--- config.mk ---
export PLATFORM = sky130hd
export DESIGN_NAME = squash_match_ctrl_flat
export DESIGN_NICKNAME = d
export VERILOG_FILES = /design/src/rtl/squash_pkg.sv /design/src/rtl/squash_match_ctrl_if.sv /design/src/rtl/squash_swing_detect.sv /design/src/rtl/squash_match_ctrl.sv /design/src/flat_wrapper.sv
export SDC_FILE = /design/constraint.sdc
export NUM_CORES = 1
export LEC_CHECK = 0
export ABC_AREA = 1
export CAP_MARGIN = 20
export CORE_ASPECT_RATIO = 0.75
export CORE_MARGIN = 2
export CORE_UTILIZATION = 25
export CTS_CLUSTER_DIAMETER = 60
export DETAILED_ROUTE_END_ITERATION = 12
export HOLD_SLACK_MARGIN = 0.05
export SKIP_CTS_REPAIR_TIMING = 1
export SLEW_MARGIN = 20
export SYNTH_ARGS = -nofsm -noshare
export SYNTH_HDL_FRONTEND = slang
export SYNTH_SLANG_ARGS = --single-unit
--- constraint.sdc ---
create_clock -name clock -period 1.69 [get_ports clock]
set_clock_uncertainty 0.15 [all_clocks]
set_input_delay 0.169 -clock clock [delete_from_list [all_inputs] [get_ports clock]]
set_output_delay 0.169 -clock clock [all_outputs]
set_load 0.01 [all_outputs]
--- src/rtl/squash_pkg.sv ---
// Shared state, serve and direction encodings for the squash match controller.
package squash_pkg;

  typedef enum logic [2:0] {
    ST_IDLE,
    ST_SERVE,
    ST_RALLY,
    ST_POINT,
    ST_DONE
  } state_t;

  localparam logic [1:0] SERVE_RALLY = 2'b00;
  localparam logic [1:0] SERVE_RIGHT = 2'b01;
  localparam logic [1:0] SERVE_LEFT  = 2'b10;

  localparam logic [1:0] DIR_IDLE     = 2'b00;
  localparam logic [1:0] DIR_TO_RIGHT = 2'b01;
  localparam logic [1:0] DIR_TO_LEFT  = 2'b10;

  function automatic logic [3:0] sat_inc4(input logic [3:0] value);
    return (value == 4'hF) ? value : value + 4'd1;
  endfunction

  // server: 0 = right, 1 = left
  function automatic logic [1:0] serve_code(input logic server);
    return server ? SERVE_LEFT : SERVE_RIGHT;
  endfunction

endpackage

--- src/rtl/squash_match_ctrl_if.sv ---
// Ball engine link: position/direction from the engine, serve command back to it.
interface squash_match_ctrl_if;
  logic [15:0] ball_pos;
  logic [1:0]  ball_dir;
  logic [1:0]  serve;

  modport master (
    output serve,
    input  ball_pos,
    input  ball_dir
  );

  modport slave (
    input  serve,
    output ball_pos,
    output ball_dir
  );
endinterface

--- src/rtl/squash_swing_detect.sv ---
// Per-player button edge detector with a saturating early-swing counter.
module squash_swing_detect #(
  parameter int PEN_LIMIT = 3
) (
  input  logic       clock,
  input  logic       reset,
  input  logic       btn,
  input  logic       pen_inc,
  input  logic       pen_clr,
  output logic       swing,
  output logic [1:0] pen,
  output logic       pen_at_limit
);

  localparam logic [2:0] PEN_LIMIT_L = 3'(PEN_LIMIT);

  logic       btn_q, btn_d;
  logic       swing_q, swing_d;
  logic [1:0] pen_q, pen_d;

  always_comb begin
    btn_d   = btn;
    swing_d = btn & ~btn_q;
    pen_d   = pen_q;
    if (pen_clr) begin
      pen_d = 2'd0;
    end else if (pen_inc && (pen_q != 2'b11)) begin
      pen_d = pen_q + 2'd1;
    end
  end

  always_ff @(posedge clock or negedge reset) begin
    if (!reset) begin
      btn_q   <= 1'b0;
      swing_q <= 1'b0;
      pen_q   <= 2'd0;
    end else begin
      btn_q   <= btn_d;
      swing_q <= swing_d;
      pen_q   <= pen_d;
    end
  end

  // High when one more early swing would forfeit the point.
  assign pen_at_limit = ({1'b0, pen_q} + 3'd1) >= PEN_LIMIT_L;
  assign swing        = swing_q;
  assign pen          = pen_q;

endmodule

--- src/rtl/squash_match_ctrl.sv ---
// Match controller: serve sequencing, hit/miss/early-swing detection, scoring.
// Define SQUASH_MATCH_WIN_BY_TWO_EN to require a two-point winning margin.
module squash_match_ctrl
  import squash_pkg::*;
#(
  parameter int WIN_SCORE  = 7,
  parameter int HIT_WINDOW = 4,
  parameter int PEN_LIMIT  = 3
) (
  input  logic                       clock,
  input  logic                       reset,
  input  logic                       left_btn,
  input  logic                       right_btn,
  squash_match_ctrl_if.master        ball,
  output logic [3:0]                 right_score,
  output logic [3:0]                 left_score,
  output logic [1:0]                 right_pen,
  output logic [1:0]                 left_pen,
  output logic                       in_game,
  output logic                       match_over,
  output logic                       winner
);

  localparam logic [3:0] WIN_SCORE_L  = 4'(WIN_SCORE);
  localparam logic [7:0] HIT_WINDOW_L = 8'(HIT_WINDOW);

  state_t     state_q, state_d;
  logic       server_q, server_d;
  logic       pt_win_q, pt_win_d;
  logic       winner_q, winner_d;
  logic [3:0] right_score_q, right_score_d;
  logic [3:0] left_score_q, left_score_d;
  logic [7:0] win_cnt_q, win_cnt_d;
  logic       win_side_q, win_side_d;
  logic [1:0] serve_q, serve_d;
  logic       in_game_q, in_game_d;
  logic       match_over_q, match_over_d;

  logic right_swing, left_swing;
  logic right_at_limit, left_at_limit;
  logic pen_clr;

  logic       qual_right, qual_left, qual_any, recv_swing;
  logic       miss, early_right, early_left;
  logic [7:0] win_next;

  logic [3:0] new_right, new_left, win_score;
  logic       match_won;
`ifdef SQUASH_MATCH_WIN_BY_TWO_EN
  logic [3:0] lose_score;
`endif

  squash_swing_detect #(.PEN_LIMIT(PEN_LIMIT)) u_right_swing (
    .clock       (clock),
    .reset       (reset),
    .btn         (right_btn),
    .pen_inc     (early_right),
    .pen_clr     (pen_clr),
    .swing       (right_swing),
    .pen         (right_pen),
    .pen_at_limit(right_at_limit)
  );

  squash_swing_detect #(.PEN_LIMIT(PEN_LIMIT)) u_left_swing (
    .clock       (clock),
    .reset       (reset),
    .btn         (left_btn),
    .pen_inc     (early_left),
    .pen_clr     (pen_clr),
    .swing       (left_swing),
    .pen         (left_pen),
    .pen_at_limit(left_at_limit)
  );

  // The window counter only continues while the ball sits in the same end cell.
  always_comb begin
    qual_right = ball.ball_pos[0]  && (ball.ball_dir == DIR_TO_RIGHT);
    qual_left  = ball.ball_pos[15] && (ball.ball_dir == DIR_TO_LEFT);
    qual_any   = qual_right | qual_left;
    recv_swing = (qual_right & right_swing) | (qual_left & left_swing);
    win_next   = 8'd1;
    if ((win_cnt_q != 8'd0) && (qual_left == win_side_q)) begin
      win_next = win_cnt_q + 8'd1;
    end
    miss        = (state_q == ST_RALLY) && qual_any && !recv_swing &&
                  (win_next >= HIT_WINDOW_L);
    early_right = (state_q == ST_RALLY) && (ball.ball_dir == DIR_TO_RIGHT) &&
                  !ball.ball_pos[0] && right_swing;
    early_left  = (state_q == ST_RALLY) && (ball.ball_dir == DIR_TO_LEFT) &&
                  !ball.ball_pos[15] && left_swing;
  end

  always_comb begin
    new_right = pt_win_q ? right_score_q : sat_inc4(right_score_q);
    new_left  = pt_win_q ? sat_inc4(left_score_q) : left_score_q;
    win_score = pt_win_q ? new_left : new_right;
`ifdef SQUASH_MATCH_WIN_BY_TWO_EN
    lose_score = pt_win_q ? new_right : new_left;
    // A saturated score can no longer build a margin, so the leader takes it.
    match_won  = ((win_score >= WIN_SCORE_L) &&
                  ({1'b0, win_score} >= ({1'b0, lose_score} + 5'd2))) ||
                 ((win_score == 4'hF) && (win_score > lose_score));
`else
    match_won  = win_score >= WIN_SCORE_L;
`endif
  end

  always_comb begin
    state_d       = state_q;
    server_d      = server_q;
    pt_win_d      = pt_win_q;
    winner_d      = winner_q;
    right_score_d = right_score_q;
    left_score_d  = left_score_q;
    win_cnt_d     = 8'd0;
    win_side_d    = win_side_q;
    pen_clr       = 1'b0;

    case (state_q)
      ST_IDLE: begin
        if (right_swing || left_swing) state_d = ST_SERVE;
      end
      ST_SERVE: begin
        if (server_q ? left_swing : right_swing) state_d = ST_RALLY;
      end
      ST_RALLY: begin
        if (qual_any && !recv_swing) begin
          win_cnt_d  = win_next;
          win_side_d = qual_left;
        end
        if (miss) begin
          pt_win_d = ~qual_left;
          state_d  = ST_POINT;
        end else if (early_right && right_at_limit) begin
          pt_win_d = 1'b1;
          state_d  = ST_POINT;
        end else if (early_left && left_at_limit) begin
          pt_win_d = 1'b0;
          state_d  = ST_POINT;
        end
      end
      ST_POINT: begin
        pen_clr       = 1'b1;
        right_score_d = new_right;
        left_score_d  = new_left;
        server_d      = pt_win_q;
        if (match_won) begin
          winner_d = pt_win_q;
          state_d  = ST_DONE;
        end else begin
          state_d  = ST_SERVE;
        end
      end
      ST_DONE: begin
        if (right_swing || left_swing) begin
          right_score_d = 4'd0;
          left_score_d  = 4'd0;
          server_d      = ~winner_q;
          state_d       = ST_SERVE;
        end
      end
      default: state_d = ST_IDLE;
    endcase

    serve_d      = (state_d == ST_SERVE) ? serve_code(server_d) : SERVE_RALLY;
    in_game_d    = (state_d == ST_SERVE) || (state_d == ST_RALLY) ||
                   (state_d == ST_POINT);
    match_over_d = (state_d == ST_DONE);
  end

  always_ff @(posedge clock or negedge reset) begin
    if (!reset) begin
      state_q       <= ST_IDLE;
      server_q      <= 1'b0;
      pt_win_q      <= 1'b0;
      winner_q      <= 1'b0;
      right_score_q <= 4'd0;
      left_score_q  <= 4'd0;
      win_cnt_q     <= 8'd0;
      win_side_q    <= 1'b0;
      serve_q       <= SERVE_RALLY;
      in_game_q     <= 1'b0;
      match_over_q  <= 1'b0;
    end else begin
      state_q       <= state_d;
      server_q      <= server_d;
      pt_win_q      <= pt_win_d;
      winner_q      <= winner_d;
      right_score_q <= right_score_d;
      left_score_q  <= left_score_d;
      win_cnt_q     <= win_cnt_d;
      win_side_q    <= win_side_d;
      serve_q       <= serve_d;
      in_game_q     <= in_game_d;
      match_over_q  <= match_over_d;
    end
  end

  assign ball.serve  = serve_q;
  assign right_score = right_score_q;
  assign left_score  = left_score_q;
  assign in_game     = in_game_q;
  assign match_over  = match_over_q;
  assign winner      = winner_q;

endmodule

--- src/flat_wrapper.sv ---
// flat-port wrapper written by rule: the top's interface ports become plain ports
module squash_match_ctrl_flat import squash_pkg::*;
#(
  parameter int WIN_SCORE  = 7,
  parameter int HIT_WINDOW = 4,
  parameter int PEN_LIMIT  = 3
)
  (clock, reset, left_btn, right_btn, right_score, left_score, right_pen, left_pen, in_game, match_over, winner, ball_serve, ball_ball_pos, ball_ball_dir);
  squash_match_ctrl_if ball_i ();
  input  logic clock;
  input  logic reset;
  input  logic left_btn;
  input  logic right_btn;
  output logic [3:0] right_score;
  output logic [3:0] left_score;
  output logic [1:0] right_pen;
  output logic [1:0] left_pen;
  output logic in_game;
  output logic match_over;
  output logic winner;
  output wire logic [$bits(ball_i.serve)-1:0] ball_serve;
  input wire logic [$bits(ball_i.ball_pos)-1:0] ball_ball_pos;
  input wire logic [$bits(ball_i.ball_dir)-1:0] ball_ball_dir;
  assign ball_serve = ball_i.serve;
  assign ball_i.ball_pos = ball_ball_pos;
  assign ball_i.ball_dir = ball_ball_dir;
  squash_match_ctrl #(.WIN_SCORE(WIN_SCORE), .HIT_WINDOW(HIT_WINDOW), .PEN_LIMIT(PEN_LIMIT)) u_core (.clock(clock), .reset(reset), .left_btn(left_btn), .right_btn(right_btn), .ball(ball_i), .right_score(right_score), .left_score(left_score), .right_pen(right_pen), .left_pen(left_pen), .in_game(in_game), .match_over(match_over), .winner(winner));
endmodule
==> impl_metrics.xml, run 1 <==
<?xml version="1.0" encoding="UTF-8"?>
<metrics>
  <group name="placement">
    <metric name="numPortBuffers" unit="">24</metric>
    <metric name="post-dp-hpwl" unit="um">3520</metric>
    <metric name="dpl-instance-area" unit="um2">2610</metric>
    <metric name="routabilityCongestion" unit="">0.824</metric>
  </group>
  <group name="die">
    <metric name="io_pins" unit="">39</metric>
    <metric name="design.die.area" unit="um2">8880</metric>
    <metric name="core" unit="um2">7880</metric>
    <metric name="initial_utilization" unit="">0.258</metric>
    <metric name="floorplan.die.width" unit="um">108</metric>
    <metric name="floorplan.rows" unit="">28</metric>
    <metric name="die_height" unit="um">82.1</metric>
  </group>
  <group name="clocking">
    <metric name="clk_transition_reported_paths" unit="ns">0.08</metric>
    <metric name="cts-root-to-sink-buffers" unit="">2</metric>
    <metric name="cts-htree-levels" unit="">2</metric>
    <metric name="cts.sinks" unit="">35</metric>
    <metric name="clkLatencyLatePin" unit="ns">0.29</metric>
    <metric name="tritoncts_clock_tree" unit="">built</metric>
    <metric name="numCtsBuffers" unit="">5</metric>
    <metric name="clk_root_buffer_cell" unit="">sky130_fd_sc_hd__clkbuf_8</metric>
  </group>
  <group name="logic_synthesis">
    <metric name="postSynth.asyncResetShare" unit="">1.00</metric>
    <metric name="synth.area.top_cells" unit="">sky130_fd_sc_hd__dfrtp_1, sky130_fd_sc_hd__nand2_1, sky130_fd_sc_hd__inv_1, sky130_fd_sc_hd__nand3_1, sky130_fd_sc_hd__ha_1</metric>
    <metric name="synth.net_count" unit="">288</metric>
    <metric name="yosysTopAreaCell" unit="">sky130_fd_sc_hd__dfrtp_1</metric>
    <metric name="post-synth-top-area-fraction" unit="">0.431</metric>
    <metric name="yosysWarningCount" unit="">0</metric>
    <metric name="synth-edff-count" unit="">0</metric>
    <metric name="total_of_flip_flops_plus_latches_after_synthesis" unit="">35</metric>
    <metric name="postSynthCellCount" unit="">258</metric>
    <metric name="synth_cell_types" unit="">33</metric>
    <metric name="syn-cell-area" unit="um2">2030</metric>
    <metric name="postSynth.topFlopCell" unit="">sky130_fd_sc_hd__dfrtp_1</metric>
    <metric name="synth_sequential_area_ratio" unit="">0.431</metric>
    <metric name="postSynthAreaPerCell" unit="um2">7.88</metric>
  </group>
  <group name="outcome">
    <metric name="run_status" unit="">finished, violations left</metric>
    <metric name="failed_checks" unit="">negative setup slack</metric>
  </group>
  <group name="grt">
    <metric name="gr-usage-all-layers" unit="">0.112</metric>
    <metric name="globalRouteOverflowTotal" unit="">0</metric>
    <metric name="number_of_global_route_vias_before_repair" unit="">1719</metric>
    <metric name="grt_pass1_wl" unit="um">7830</metric>
    <metric name="grt_max_degree" unit="">36</metric>
    <metric name="number_of_antenna_violations_at_the_first_check_in_global_routing" unit="">0</metric>
  </group>
  <group name="pwr">
    <metric name="power.static_leakage" unit="nW">1.37</metric>
    <metric name="peakVddDrop" unit="mV">0.561</metric>
    <metric name="design_power_total" unit="mW">2.88</metric>
    <metric name="p_per_area" unit="nW/um2">1010</metric>
  </group>
  <group name="timing">
    <metric name="timing.final.hold_violations" unit="">0</metric>
    <metric name="timing.final.crit_share" unit="">1.02</metric>
    <metric name="setup_viol" unit="">2</metric>
    <metric name="slew_headroom" unit="">0.782</metric>
    <metric name="fmaxAchievable" unit="MHz">578</metric>
    <metric name="worst_hold_check_slack" unit="ns">0.0961</metric>
    <metric name="rsz_0062_raised_after_global_routing" unit="">true</metric>
    <metric name="postLayoutSetupSlackWorst" unit="ns">-0.0413</metric>
    <metric name="tightest_slew" unit="ns">0.324</metric>
    <metric name="final_period_minus_worst_setup_slack" unit="ns">1.73</metric>
    <metric name="maxSlewViolCount" unit="">0</metric>
  </group>
  <group name="route">
    <metric name="drt_pre_antenna_iters" unit="">4</metric>
    <metric name="route.detailed.wl_per_inst" unit="um">11.2</metric>
    <metric name="routed_wl" unit="um">4740</metric>
    <metric name="detail_route.iter0.violations" unit="">90</metric>
    <metric name="remaining_drc_errors" unit="">0</metric>
    <metric name="ant_nets" unit="">0</metric>
    <metric name="route.vias.total" unit="">1850</metric>
    <metric name="post_drt_via_cell_ratio" unit="">4.38</metric>
  </group>
  <group name="finish">
    <metric name="antenna_cells" unit="">0</metric>
    <metric name="layout_common_cells" unit="">sky130_fd_sc_hd__nand2_1, sky130_fd_sc_hd__inv_1, sky130_fd_sc_hd__dfrtp_1</metric>
    <metric name="design_area" unit="um2">2850</metric>
    <metric name="synthToLayoutAreaGrowth" unit="%">40.3</metric>
    <metric name="layout.cells.most_common" unit="">sky130_fd_sc_hd__nand2_1</metric>
    <metric name="nets" unit="">346</metric>
    <metric name="final_layout_size_suffix_gt1_frac" unit="">0.274</metric>
  </group>
  <group name="setup_path">
    <metric name="critPathLaunchType" unit="">flip-flop</metric>
    <metric name="cp-end-kind" unit="">flip-flop</metric>
    <metric name="path_max_fanout" unit="">4</metric>
    <metric name="ff2ff_setup_slack" unit="ns">-0.04</metric>
    <metric name="arrival" unit="ns">1.73</metric>
    <metric name="worstSetupPathType" unit="">flip-flop to flip-flop</metric>
    <metric name="worstPathRequired" unit="ns">1.69</metric>
    <metric name="worstRegToRegCells" unit="">10</metric>
  </group>
  <group name="min_path">
    <metric name="hold_path_class" unit="">primary input to asynchronous set/reset pin</metric>
  </group>
  <group name="flow_run">
    <metric name="drv.max_cap_violation_count" unit="">0</metric>
  </group>
</metrics>
area by class of cell:
type,instances,area [um2]
clock buffer,5,68.8
clock inverter,3,43.8
fill,802,5030
inverter,42,158
multi-input combinational,180,1100
sequential,35,878
tap,105,131
timing repair buffer,52,468
Yosys cell counts, types with 2 or more instances:
library cell               n
sky130_fd_sc_hd__o21ai_2   2
sky130_fd_sc_hd__ha_1      8
sky130_fd_sc_hd__o22ai_1   3
sky130_fd_sc_hd__nand2_2   8
sky130_fd_sc_hd__inv_1    39
sky130_fd_sc_hd__o21ai_0  14
sky130_fd_sc_hd__dfrtp_1  35
sky130_fd_sc_hd__a21oi_1   8
sky130_fd_sc_hd__nand2_1  56
sky130_fd_sc_hd__nand3_1  22
sky130_fd_sc_hd__nor3_1    7
sky130_fd_sc_hd__nor4_1    2
sky130_fd_sc_hd__nor2_1   22
sky130_fd_sc_hd__nand4_1   6
sky130_fd_sc_hd__inv_2     3
sky130_fd_sc_hd__nand3_2   3
sky130_fd_sc_hd__nor2_4    3
sky130_fd_sc_hd__nor2_2    2
metrics by stage:
step / cells / worst slack, ns / util / TNS (ns)
final: 422 / -0.0413 / 0.362 / -0.0700
after global routing: 422 / -0.170 / 0.362 / -1.25
after CTS: 421 / -0.104 / 0.345 / -0.224
after detailed placement: 413 / -0.175 / 0.331 / -1.29
after global placement: 413 / -0.147 / 0.331 / -0.998
after floorplan: 258 / 0.00249 / - / 0
power breakdown:
part / internal (mW) / switching, mW / total (mW)
registers: 0.979 / 0.101 / 1.08
logic: 0.486 / 0.549 / 1.03
clock network: 0.439 / 0.324 / 0.763
worst max-delay path: stages, from the launching register on:
cell	delay, ns
sky130_fd_sc_hd__dfrtp_1	0.35
sky130_fd_sc_hd__ha_1	0.22
sky130_fd_sc_hd__nand3_2	0.12
sky130_fd_sc_hd__nand2_2	0.11
sky130_fd_sc_hd__nand2_1	0.05
sky130_fd_sc_hd__nand2_1	0.08
sky130_fd_sc_hd__nand2_1	0.06
sky130_fd_sc_hd__nand2_1	0.10
sky130_fd_sc_hd__nand2_2	0.08
sky130_fd_sc_hd__a21oi_4	0.15
sky130_fd_sc_hd__nand4_1	0.12
logic make-up after synthesis:
family | synth area share
AOI/OAI and AO/OA | 0.105
xor gates and xnor gates | 0.00862
adders and majority gates | 0.0492
buffers and inverters | 0.0831
DFF | 0.431
and+or+nand+nor | 0.323
per-layer routing:
metal,vias to the layer above,track usage,part of all wire
li1,960,-,-
met1,859,0.159,0.53
met2,25,0.167,0.43
met3,6,0.0267,0.026
met4,0,0.0359,0.0095
met5,-,0,0
registers in the layout, summed over array words and instances, names as in the netlist:
register	cells
u_core.win_cnt_q	8
u_core.left_score	4
u_core.pt_win_q	1
u_core.winner	1
u_core.u_right_swing.pen	2
u_core.u_left_swing.btn_q	1
u_core.in_game	1
u_core.win_side_q	1
u_core.state_q	3
u_core.u_right_swing.btn_q	1
u_core.server_q	1
u_core.u_left_swing.swing	1
u_core.ball.serve	2
u_core.u_right_swing.swing	1
u_core.match_over	1
u_core.u_left_swing.pen	2
u_core.right_score	4
worst paths after layout:
kind                                                  from                    endpoint
worst min register to register  u_core.u_right_swing.btn_q  u_core.u_right_swing.swing
worst max-delay path                 u_core.right_score[0]              u_core.in_game
max in group asynchronous                            reset         u_core.win_cnt_q[2]
worst max register to register       u_core.right_score[0]              u_core.in_game
min in group clock                               right_btn  u_core.u_right_swing.btn_q
worst min-delay path                                 reset         u_core.win_cnt_q[1]
Note: power is estimated with default switching activity, not from simulation.
==> run 2: changes to the inputs <==
--- a/config.mk
+++ b/config.mk
@@ -9,10 +9,10 @@
 export CAP_MARGIN = 20
 export CORE_ASPECT_RATIO = 0.75
 export CORE_MARGIN = 2
-export CORE_UTILIZATION = 25
+export CORE_UTILIZATION = 47
 export CTS_CLUSTER_DIAMETER = 60
 export DETAILED_ROUTE_END_ITERATION = 12
-export HOLD_SLACK_MARGIN = 0.05
+export PLACE_DENSITY = 0.76
 export SKIP_CTS_REPAIR_TIMING = 1
 export SLEW_MARGIN = 20
 export SYNTH_ARGS = -nofsm -noshare
==> impl_metrics.xml, run 2 (synthesis results as in run 1) <==
<?xml version="1.0" encoding="UTF-8"?>
<metrics>
  <group name="route">
    <metric name="remaining_drc_errors" unit="">0</metric>
    <metric name="detailroute.wirelength.met2" unit="um">2150</metric>
    <metric name="met1Wirelength" unit="um">2250</metric>
    <metric name="wl_met3" unit="um">243</metric>
    <metric name="routed_wl" unit="um">4740</metric>
    <metric name="drt_pre_antenna_iters" unit="">4</metric>
    <metric name="detail_route.iter0.violations" unit="">104</metric>
    <metric name="route.vias.total" unit="">1870</metric>
    <metric name="post_drt_via_cell_ratio" unit="">5.03</metric>
    <metric name="route.detailed.wl_per_inst" unit="um">12.7</metric>
    <metric name="ant_nets" unit="">0</metric>
    <metric name="maxUsedRoutingLayer" unit="">met4</metric>
  </group>
  <group name="setup_path">
    <metric name="cpLargestDelayFamily" unit="">simple AND/OR/NAND/NOR gates</metric>
    <metric name="cp-end-kind" unit="">flip-flop</metric>
    <metric name="ff2ff_setup_slack" unit="ns">-0.08</metric>
    <metric name="arrival" unit="ns">1.82</metric>
    <metric name="r2r-end" unit="">u_core.pt_win_q</metric>
    <metric name="path_max_fanout" unit="">4</metric>
    <metric name="critical_path.slowest_cell" unit="">sky130_fd_sc_hd__dfrtp_2</metric>
    <metric name="slowest_delay" unit="ns">0.45</metric>
    <metric name="cp_num_buf_inv" unit="">1</metric>
    <metric name="timing.critical_path.cells" unit="">inv_2 -&gt; ha_4 -&gt; nand2_2 -&gt; nor2_2 -&gt; nand2_2 -&gt; nand3_4 -&gt; a21oi_2 -&gt; nor2_1 -&gt; nand2_2 -&gt; nand2_4 -&gt; nand2_2 -&gt; nand2_1 -&gt; nand2_1</metric>
    <metric name="worstPathRequired" unit="ns">1.73</metric>
    <metric name="worst_path_most_repeated_cell" unit="">sky130_fd_sc_hd__nand2_2</metric>
    <metric name="worstReg2RegStart" unit="">u_core.win_cnt_q[0]</metric>
    <metric name="worstRegToRegCells" unit="">13</metric>
    <metric name="worstSetupPathType" unit="">flip-flop to flip-flop</metric>
    <metric name="critPathLaunchType" unit="">flip-flop</metric>
  </group>
  <group name="finish">
    <metric name="largest_register_ff_count" unit="">8</metric>
    <metric name="nets" unit="">346</metric>
    <metric name="layout.cells.most_common" unit="">sky130_fd_sc_hd__nand2_1</metric>
    <metric name="synthToLayoutAreaGrowth" unit="%">39.1</metric>
    <metric name="utilization_of_the_core_after_routing" unit="">0.689</metric>
    <metric name="final_layout_size_suffix_gt1_frac" unit="">0.312</metric>
    <metric name="regMostFlops" unit="">u_core.win_cnt_q</metric>
    <metric name="antenna_cells" unit="">0</metric>
    <metric name="layout_common_cells" unit="">sky130_fd_sc_hd__nand2_1, sky130_fd_sc_hd__inv_1, sky130_fd_sc_hd__dfrtp_1</metric>
  </group>
  <group name="pwr">
    <metric name="p_per_area" unit="nW/um2">982</metric>
    <metric name="power_frac_seq" unit="">0.393</metric>
    <metric name="power.share.combinational" unit="">0.387</metric>
    <metric name="peakVddDrop" unit="mV">0.672</metric>
    <metric name="switching_share_of_total_power" unit="">0.365</metric>
    <metric name="cell_internal_pwr" unit="mW">1.77</metric>
    <metric name="p_switching" unit="mW">1.01</metric>
    <metric name="power.static_leakage" unit="nW">1.38</metric>
    <metric name="p_clk_frac" unit="">0.220</metric>
  </group>
  <group name="flow_run">
    <metric name="drv.max_cap_violation_count" unit="">0</metric>
  </group>
  <group name="die">
    <metric name="initial_utilization" unit="">0.495</metric>
    <metric name="core" unit="um2">4100</metric>
    <metric name="floorplan.rows" unit="">20</metric>
    <metric name="die_height" unit="um">61.0</metric>
    <metric name="floorplan.die.width" unit="um">79.9</metric>
    <metric name="design.die.area" unit="um2">4870</metric>
    <metric name="io_pins" unit="">39</metric>
  </group>
  <group name="grt">
    <metric name="number_of_antenna_violations_at_the_first_check_in_global_routing" unit="">0</metric>
    <metric name="gr-usage-all-layers" unit="">0.201</metric>
    <metric name="grt_max_degree" unit="">36</metric>
    <metric name="globalRouteOverflowTotal" unit="">0</metric>
    <metric name="number_of_global_route_vias_before_repair" unit="">1634</metric>
    <metric name="grt_pass1_wl" unit="um">7290</metric>
  </group>
  <group name="placement">
    <metric name="numPortBuffers" unit="">24</metric>
    <metric name="routabilityCongestion" unit="">0.861</metric>
    <metric name="post-dp-hpwl" unit="um">3310</metric>
    <metric name="setup_ws_pre_cts" unit="ns">-0.179</metric>
  </group>
  <group name="clocking">
    <metric name="clk_transition_reported_paths" unit="ns">0.08</metric>
    <metric name="clkLatencyLatePin" unit="ns">0.30</metric>
    <metric name="numCtsBuffers" unit="">5</metric>
    <metric name="tritoncts_clock_tree" unit="">built</metric>
    <metric name="cts-htree-levels" unit="">2</metric>
    <metric name="clk_root_buffer_cell" unit="">sky130_fd_sc_hd__clkbuf_8</metric>
    <metric name="cts.sinks" unit="">35</metric>
    <metric name="cts-root-to-sink-buffers" unit="">2</metric>
  </group>
  <group name="outcome">
    <metric name="failed_checks" unit="">negative setup slack</metric>
    <metric name="run_status" unit="">finished, violations left</metric>
  </group>
  <group name="min_path">
    <metric name="hold_path_class" unit="">primary input to asynchronous set/reset pin</metric>
  </group>
  <group name="timing">
    <metric name="postLayoutSetupSlackWorst" unit="ns">-0.0816</metric>
    <metric name="timing.final.hold_violations" unit="">0</metric>
    <metric name="final_period_minus_worst_setup_slack" unit="ns">1.77</metric>
    <metric name="setup_viol" unit="">2</metric>
    <metric name="tightest_slew" unit="ns">0.436</metric>
    <metric name="fmaxAchievable" unit="MHz">564</metric>
    <metric name="slew_headroom" unit="">0.709</metric>
    <metric name="maxSlewViolCount" unit="">0</metric>
    <metric name="timing.final.crit_share" unit="">1.05</metric>
    <metric name="rsz_0062_raised_after_global_routing" unit="">true</metric>
  </group>
</metrics>
==> run 2: cell types whose count changed in the layout (fill, tap and decap cells not counted), moves of 4 or more <==
cell | before | now
sky130_fd_sc_hd__nand3_1 | 19 | 14
sky130_fd_sc_hd__dfrtp_1 | 33 | 29
sky130_fd_sc_hd__dfrtp_2 | 2 | 6
sky130_fd_sc_hd__nand2_1 | 49 | 45
sky130_fd_sc_hd__nand3_2 | 5 | 9
==> run 2: per-layer routing <==
| metal | up-vias | GRT usage |
|---|---|---|
| li1 | 956 | - |
| met1 | 850 | 0.274 |
| met2 | 57 | 0.302 |
| met3 | 7 | 0.0506 |
| met4 | 0 | 0.102 |
| met5 | - | 0 |
==> run 2: power groups by stage <==
stage	sequential (mW)	clock (mW)	combinational [mW]
floorplan	1.14	0	0.500
global placement	1.09	0	0.981
detailed placement	1.09	0	1.00
CTS	1.07	0.628	1.01
global route	1.11	0.659	1.20
finish	1.09	0.610	1.08
==> run 2: final cells by class <==
class                           count  area [um2]
Tap cell                           55        68.8
Multi-Input combinational cell    180        1160
Timing Repair Buffer               52         468
Sequential cell                    35         883
Inverter                           42         160
Clock inverter                      3        20.0
Fill cell                         343        1280
Clock buffer                        5        68.8
==> run 2: worst register-to-register path, cell delays in order, from the launching register on <==
cell and delay (ns):
sky130_fd_sc_hd__dfrtp_2 0.45, sky130_fd_sc_hd__inv_2 0.09, sky130_fd_sc_hd__ha_4 0.13, sky130_fd_sc_hd__nand2_2 0.04
sky130_fd_sc_hd__nor2_2 0.10, sky130_fd_sc_hd__nand2_2 0.09, sky130_fd_sc_hd__nand3_4 0.09, sky130_fd_sc_hd__a21oi_2 0.04
sky130_fd_sc_hd__nor2_1 0.13, sky130_fd_sc_hd__nand2_2 0.09, sky130_fd_sc_hd__nand2_4 0.08, sky130_fd_sc_hd__nand2_2 0.04
sky130_fd_sc_hd__nand2_1 0.07, sky130_fd_sc_hd__nand2_1 0.05
==> run 2: metrics by stage <==
| step | power (mW) | instances | instance area (um2) | hold slack, ns | TNS [ns] |
|---|---|---|---|---|---|
| final | 2.78 | 372 | 2830 | 0.125 | -0.133 |
| after global routing | 2.97 | 372 | 2830 | 0.164 | -0.660 |
| after CTS | 2.71 | 369 | 2610 | 0.133 | -0.298 |
| after detailed placement | 2.09 | 361 | 2520 | 0.242 | -1.46 |
| after global placement | 2.07 | 361 | 2520 | 0.231 | -0.776 |
| after floorplan | 1.64 | 258 | 2030 | -0.277 | 0 |
==> run 2: how the worst max path moves through the flow <==
| stage | slack (ns) | end | cells after the start | startpoint |
|---|---|---|---|---|
| after floorplan | 0.002 | u_core.in_game | 9 | u_core.left_score[0] |
| after global placement | -0.13 | u_core.pt_win_q | 12 | ball_ball_dir[1] |
| after detailed placement | -0.18 | u_core.pt_win_q | 12 | ball_ball_dir[1] |
| after CTS | -0.12 | u_core.pt_win_q | 13 | u_core.win_cnt_q[0] |
| after global routing | -0.22 | u_core.pt_win_q | 13 | u_core.win_cnt_q[0] |
| final | -0.08 | u_core.pt_win_q | 13 | u_core.win_cnt_q[0] |
==> run 3: changes to the inputs <==
==> constraint.sdc (replaced) <==
create_clock -name clock -period 1.69 [get_ports clock]
set_clock_uncertainty 0.15 [all_clocks]
set_input_delay 0.169 -clock clock [delete_from_list [all_inputs] [get_ports clock]]
set_output_delay 0.169 -clock clock [all_outputs]
set_load 0.005 [all_outputs]
==> impl_metrics.xml, run 3 (synthesis results as in run 1) <==
<?xml version="1.0" encoding="UTF-8"?>
<metrics>
  <group name="die">
    <metric name="initial_utilization" unit="">0.495</metric>
    <metric name="core" unit="um2">4100</metric>
    <metric name="floorplan.die.width" unit="um">79.9</metric>
    <metric name="io_pins" unit="">39</metric>
    <metric name="floorplan.rows" unit="">20</metric>
    <metric name="design.die.area" unit="um2">4870</metric>
    <metric name="die_height" unit="um">61.0</metric>
  </group>
  <group name="placement">
    <metric name="dpl-instance-area" unit="um2">2520</metric>
    <metric name="post-dp-hpwl" unit="um">3310</metric>
    <metric name="numPlacedInstances" unit="">361</metric>
    <metric name="routabilityCongestion" unit="">0.861</metric>
    <metric name="numPortBuffers" unit="">24</metric>
  </group>
  <group name="finish">
    <metric name="largest_register_ff_count" unit="">8</metric>
    <metric name="layout_common_cells" unit="">sky130_fd_sc_hd__nand2_1, sky130_fd_sc_hd__inv_1, sky130_fd_sc_hd__dfrtp_1</metric>
    <metric name="final_layout_size_suffix_gt1_frac" unit="">0.312</metric>
    <metric name="antenna_cells" unit="">0</metric>
    <metric name="multi_input_comb_area" unit="um2">1160</metric>
    <metric name="nets" unit="">346</metric>
    <metric name="final-instance-count-excl-fill" unit="">372</metric>
    <metric name="design_area" unit="um2">2830</metric>
    <metric name="seq_area" unit="um2">883</metric>
    <metric name="layout.cells.most_common" unit="">sky130_fd_sc_hd__nand2_1</metric>
    <metric name="regMostFlops" unit="">u_core.win_cnt_q</metric>
    <metric name="final.fill_count" unit="">341</metric>
    <metric name="synthToLayoutAreaGrowth" unit="%">39.0</metric>
  </group>
  <group name="clocking">
    <metric name="clk_root_buffer_cell" unit="">sky130_fd_sc_hd__clkbuf_8</metric>
    <metric name="numCtsBuffers" unit="">5</metric>
    <metric name="clkLatencyLatePin" unit="ns">0.30</metric>
    <metric name="tritoncts_clock_tree" unit="">built</metric>
    <metric name="cts-root-to-sink-buffers" unit="">2</metric>
    <metric name="cts-htree-levels" unit="">2</metric>
    <metric name="cts.sinks" unit="">35</metric>
    <metric name="clk_transition_reported_paths" unit="ns">0.08</metric>
  </group>
  <group name="setup_path">
    <metric name="cp-end-kind" unit="">flip-flop</metric>
    <metric name="path_max_fanout" unit="">4</metric>
    <metric name="worstRegToRegCells" unit="">13</metric>
    <metric name="worstPathRequired" unit="ns">1.73</metric>
    <metric name="worstSetupPathType" unit="">flip-flop to flip-flop</metric>
    <metric name="ff2ff_setup_slack" unit="ns">-0.08</metric>
    <metric name="arrival" unit="ns">1.82</metric>
    <metric name="critPathLaunchType" unit="">flip-flop</metric>
  </group>
  <group name="grt">
    <metric name="number_of_antenna_violations_at_the_first_check_in_global_routing" unit="">0</metric>
    <metric name="globalRouteOverflowTotal" unit="">0</metric>
    <metric name="grt_pass1_wl" unit="um">7290</metric>
    <metric name="gr-usage-all-layers" unit="">0.201</metric>
    <metric name="grt_max_degree" unit="">36</metric>
    <metric name="number_of_global_route_vias_before_repair" unit="">1634</metric>
  </group>
  <group name="outcome">
    <metric name="run_status" unit="">finished, violations left</metric>
    <metric name="failed_checks" unit="">negative setup slack</metric>
  </group>
  <group name="flow_run">
    <metric name="drv.max_cap_violation_count" unit="">0</metric>
  </group>
  <group name="pwr">
    <metric name="design_power_total" unit="mW">2.75</metric>
    <metric name="peakVddDrop" unit="mV">0.703</metric>
    <metric name="power.static_leakage" unit="nW">1.35</metric>
    <metric name="p_per_area" unit="nW/um2">974</metric>
  </group>
  <group name="timing">
    <metric name="maxSlewViolCount" unit="">0</metric>
    <metric name="worst_hold_check_slack" unit="ns">0.125</metric>
    <metric name="tightest_slew" unit="ns">0.437</metric>
    <metric name="fmaxAchievable" unit="MHz">565</metric>
    <metric name="slew_headroom" unit="">0.709</metric>
    <metric name="timing.final.crit_share" unit="">1.05</metric>
    <metric name="setup_viol" unit="">2</metric>
    <metric name="rsz_0062_raised_after_global_routing" unit="">true</metric>
    <metric name="postLayoutSetupSlackWorst" unit="ns">-0.0814</metric>
    <metric name="timing.final.hold_violations" unit="">0</metric>
    <metric name="final_period_minus_worst_setup_slack" unit="ns">1.77</metric>
  </group>
  <group name="route">
    <metric name="ant_nets" unit="">0</metric>
    <metric name="route.vias.total" unit="">1865</metric>
    <metric name="detail_route.iter0.violations" unit="">103</metric>
    <metric name="route.detailed.wl_per_inst" unit="um">12.7</metric>
    <metric name="detailroute.wirelength.met2" unit="um">2150</metric>
    <metric name="post_drt_via_cell_ratio" unit="">5.01</metric>
    <metric name="wl_met3" unit="um">193</metric>
    <metric name="met1Wirelength" unit="um">2300</metric>
    <metric name="routed_wl" unit="um">4740</metric>
    <metric name="remaining_drc_errors" unit="">0</metric>
    <metric name="maxUsedRoutingLayer" unit="">met4</metric>
    <metric name="drt_pre_antenna_iters" unit="">4</metric>
  </group>
  <group name="min_path">
    <metric name="hold_path_class" unit="">primary input to asynchronous set/reset pin</metric>
  </group>
</metrics>
==> run 3: changes by cell type in the layout (fill, tap and decap cells not counted), sizes merged <==
cell	previous run	this run
dlymetal6s2s	4	2
clkdlybuf4s50	20	22
==> run 3: worst max-delay path: stages, from the launching register on <==
cell	delay (ns)
sky130_fd_sc_hd__dfrtp_2	0.45
sky130_fd_sc_hd__inv_2	0.09
sky130_fd_sc_hd__ha_4	0.13
sky130_fd_sc_hd__nand2_2	0.04
sky130_fd_sc_hd__nor2_2	0.10
sky130_fd_sc_hd__nand2_2	0.09
sky130_fd_sc_hd__nand3_4	0.09
sky130_fd_sc_hd__a21oi_2	0.04
sky130_fd_sc_hd__nor2_1	0.13
sky130_fd_sc_hd__nand2_2	0.09
sky130_fd_sc_hd__nand2_4	0.08
sky130_fd_sc_hd__nand2_2	0.04
sky130_fd_sc_hd__nand2_1	0.07
sky130_fd_sc_hd__nand2_1	0.05
==> run 3: per-stage QoR <==
| stage | setup slack [ns] | util | TNS (ns) |
|---|---|---|---|
| detailed placement | -0.179 | 0.614 | -1.46 |
| floorplan | 0.0289 | - | 0 |
| global route | -0.216 | 0.689 | -0.664 |
| CTS | -0.117 | 0.635 | -0.298 |
| global placement | -0.129 | 0.614 | -0.776 |
| finish | -0.0814 | 0.689 | -0.129 |
==> run 3: area by class of cell <==
type,count,share of cell area
Timing Repair Buffer,52,0.165
Inverter,42,0.0567
Tap cell,55,0.0243
Sequential cell,35,0.313
Multi-Input combinational cell,180,0.410
Clock inverter,3,0.00708
Clock buffer,5,0.0243
==> run 3: report_power, final <==
| part | internal [mW] | leakage [nW] | switching [mW] |
|---|---|---|---|
| Sequential | 0.979 | 0.458 | 0.115 |
| Combinational | 0.507 | 0.852 | 0.545 |
| Clock | 0.286 | 0.0402 | 0.321 |
==> run 3: layer usage <==
layer / up-vias / track usage
li1: 956 / -
met1: 861 / 0.274
met2: 41 / 0.302
met4: 0 / 0.102
met3: 7 / 0.0506
met5: - / 0
==> run 3: final timing paths <==
path	startpoint	end
max in group asynchronous	reset	u_core.left_score[2]
worst min-delay path	reset	u_core.in_game
worst max register to register	u_core.win_cnt_q[0]	u_core.pt_win_q
worst min register to register	u_core.u_right_swing.btn_q	u_core.u_right_swing.swing
min in group clock	left_btn	u_core.u_left_swing.btn_q
worst max-delay path	u_core.win_cnt_q[0]	u_core.pt_win_q
==> RTL edit, RTL diff (flow settings as in run 2) <==
Add an input register stage for `left_btn` and `right_btn`, with the module's reset; this delays them by one clock. The other inputs are not delayed to match.
--- a/src/rtl/squash_match_ctrl.sv
+++ b/src/rtl/squash_match_ctrl.sv
@@ -24,6 +24,19 @@
   localparam logic [3:0] WIN_SCORE_L  = 4'(WIN_SCORE);
   localparam logic [7:0] HIT_WINDOW_L = 8'(HIT_WINDOW);
 
+  logic left_btn_q;
+  logic right_btn_q;
+
+  always_ff @(posedge clock or negedge reset) begin
+    if (!reset) begin
+      left_btn_q  <= '0;
+      right_btn_q <= '0;
+    end else begin
+      left_btn_q  <= left_btn;
+      right_btn_q <= right_btn;
+    end
+  end
+
   state_t     state_q, state_d;
   logic       server_q, server_d;
   logic       pt_win_q, pt_win_d;
@@ -53,7 +66,7 @@
   squash_swing_detect #(.PEN_LIMIT(PEN_LIMIT)) u_right_swing (
     .clock       (clock),
     .reset       (reset),
-    .btn         (right_btn),
+    .btn         (right_btn_q),
     .pen_inc     (early_right),
     .pen_clr     (pen_clr),
     .swing       (right_swing),
@@ -64,7 +77,7 @@
   squash_swing_detect #(.PEN_LIMIT(PEN_LIMIT)) u_left_swing (
     .clock       (clock),
     .reset       (reset),
-    .btn         (left_btn),
+    .btn         (left_btn_q),
     .pen_inc     (early_left),
     .pen_clr     (pen_clr),
     .swing       (left_swing),
Formal check against the unedited RTL: not equivalent (Yosys sat finds a counterexample within 4 cycles, from zero or initial values and one cycle with reset low).
==> RTL edit against run 2 <==
The flow still finishes with violations (negative setup slack); hold slack gained 48 ps; first-iteration DRC count is 44% higher; sequential power increased by 7%; sequential cell count is 2 higher; power up 14%; design area grew 6.5%; routed wire length increased by 11%; worst setup slack improved by 13 ps; area after synthesis decreased by 0.18%; synthesized cell count is 3.1% higher; largest cell class unchanged.
==> RTL edit: results (changes against run 2) <==
| Metric | Value |
|---|---|
| First-pass GRT wire length | 7600 um (was 7290 um) |
| # setup viols final | 3 (was 2) |
| Dpl ws | -228 ps (was -179 ps) |
| Area after DPL | 0.00255 mm^2 (was 0.00252 mm^2) |
| Violated checks | negative setup slack (unchanged) |
| Critical Path AT | 1790 ps (was 1820 ps) |
| Setup TNS Final | -148 ps (was -133 ps) |
| # nets final | 361 (was 346) |
| Reg power frac | 36.9% (was 39.3%) |
| Fin crit period | 1760 ps (was 1770 ps) |
| Hold Path Class | input pin to flip-flop (was input pin to async pin) |
| Syn_nets | 296 (was 288) |
| Inst Count DP | 373 (was 361) |
| Outcome | finished, violations left (unchanged) |
| Combinational Power | 1.42 mW (was 1.08 mW) |
| Worst setup margin | -68.1 ps (was -81.6 ps) |
| Net Sw Frac | 37.7% (was 36.5%) |
| Initial DRC count | 150 (was 104) |
| Post-route insts no fill | 387 (was 372) |
| Commonest cells post-synth | nand2_1 (71), inv_1 (42), dfrtp_1 (37), nor2_1 (24), nand3_1 (23) (was nand2_1 (56), inv_1 (39), dfrtp_1 (35), nand3_1 (22), nor2_1 (22)) |
| Layout fillers | 284 (was 343) |
| Relative slew slack | 68.2% (was 70.9%) |
| Synth top area cells | dfrtp_1 (46%), nand2_1 (13%), inv_1 (7.8%) (was dfrtp_1 (43%), nand2_1 (10%), inv_1 (7.2%)) |
| Pwr/cell area | 1060 mW/mm^2 (was 982 mW/mm^2) |
| RePlAce Congestion | 0.879 (was 0.861) |
| Synthesized instance count | 266 (was 258) |
| Pin count of the biggest net entering global routing | 38 (was 36) |
| Cell variety after synth | 29 (was 33) |
| Leak pwr | 1.52 nW (was 1.38 nW) |
[RTL edit: cell count changes after synthesis, sizes merged, moves of 2 or more]
cell,change
nor2,-2
nand2,+7
inv,+3
o21ai,+2
dfrtp,+2
[RTL edit: logic make-up (layout without fill, tap and decap cells)]
family                   Yosys count  count (layout)  share of synthesized area [%]
adder cells (fa/ha/maj)            8               8                           4.93
AO/OA/AOI/OAI                     34              34                           9.86
buffers and inverters             46             112                           8.69
flip-flops                        37              37                           45.6
AND/OR/NAND/NOR                  139             139                           30.0
XOR/XNOR                           2               2                          0.863
[RTL edit: worst reg2reg max path: cells and delay by family, from the launching register on]
family | cells | cell delay [ps]
buf+inv | 4 | 300
flops | 1 | 420
simple gates | 9 | 670
compound gates | 1 | 110
[RTL edit: layout make-up]
type / instances / area share [%]
multi-input combinational: 183 / 40.8
sequential: 37 / 31.1
timing repair buffer: 59 / 17.5
inverter: 45 / 5.61
clock buffer: 6 / 2.41
tap: 55 / 2.29
clock inverter: 2 / 0.332
[RTL edit: routing by layer]
| metal | share of wire, % | GRT usage (%) |
|---|---|---|
| met1 | 45 | 27.0 |
| met2 | 48 | 32.8 |
| met3 | 5.0 | 4.91 |
| met4 | 1.5 | 8.47 |
| met5 | 0 | 0 |
[RTL edit: worst paths after layout]
kind / from / end / slack [ps] / cells past startpoint
max reg2reg: u_core.win_cnt_q[0] / u_core.pt_win_q / -70 / 14
max: u_core.win_cnt_q[0] / u_core.pt_win_q / -70 / 14
min: left_btn / u_core.left_btn_q / 170 / 1
min in group asynchronous: reset / u_core.u_left_swing.swing / 300 / 3
max in group asynchronous: reset / u_core.win_cnt_q[0] / 720 / 3
min reg2reg: u_core.left_btn_q / u_core.u_left_swing.btn_q / 220 / 0
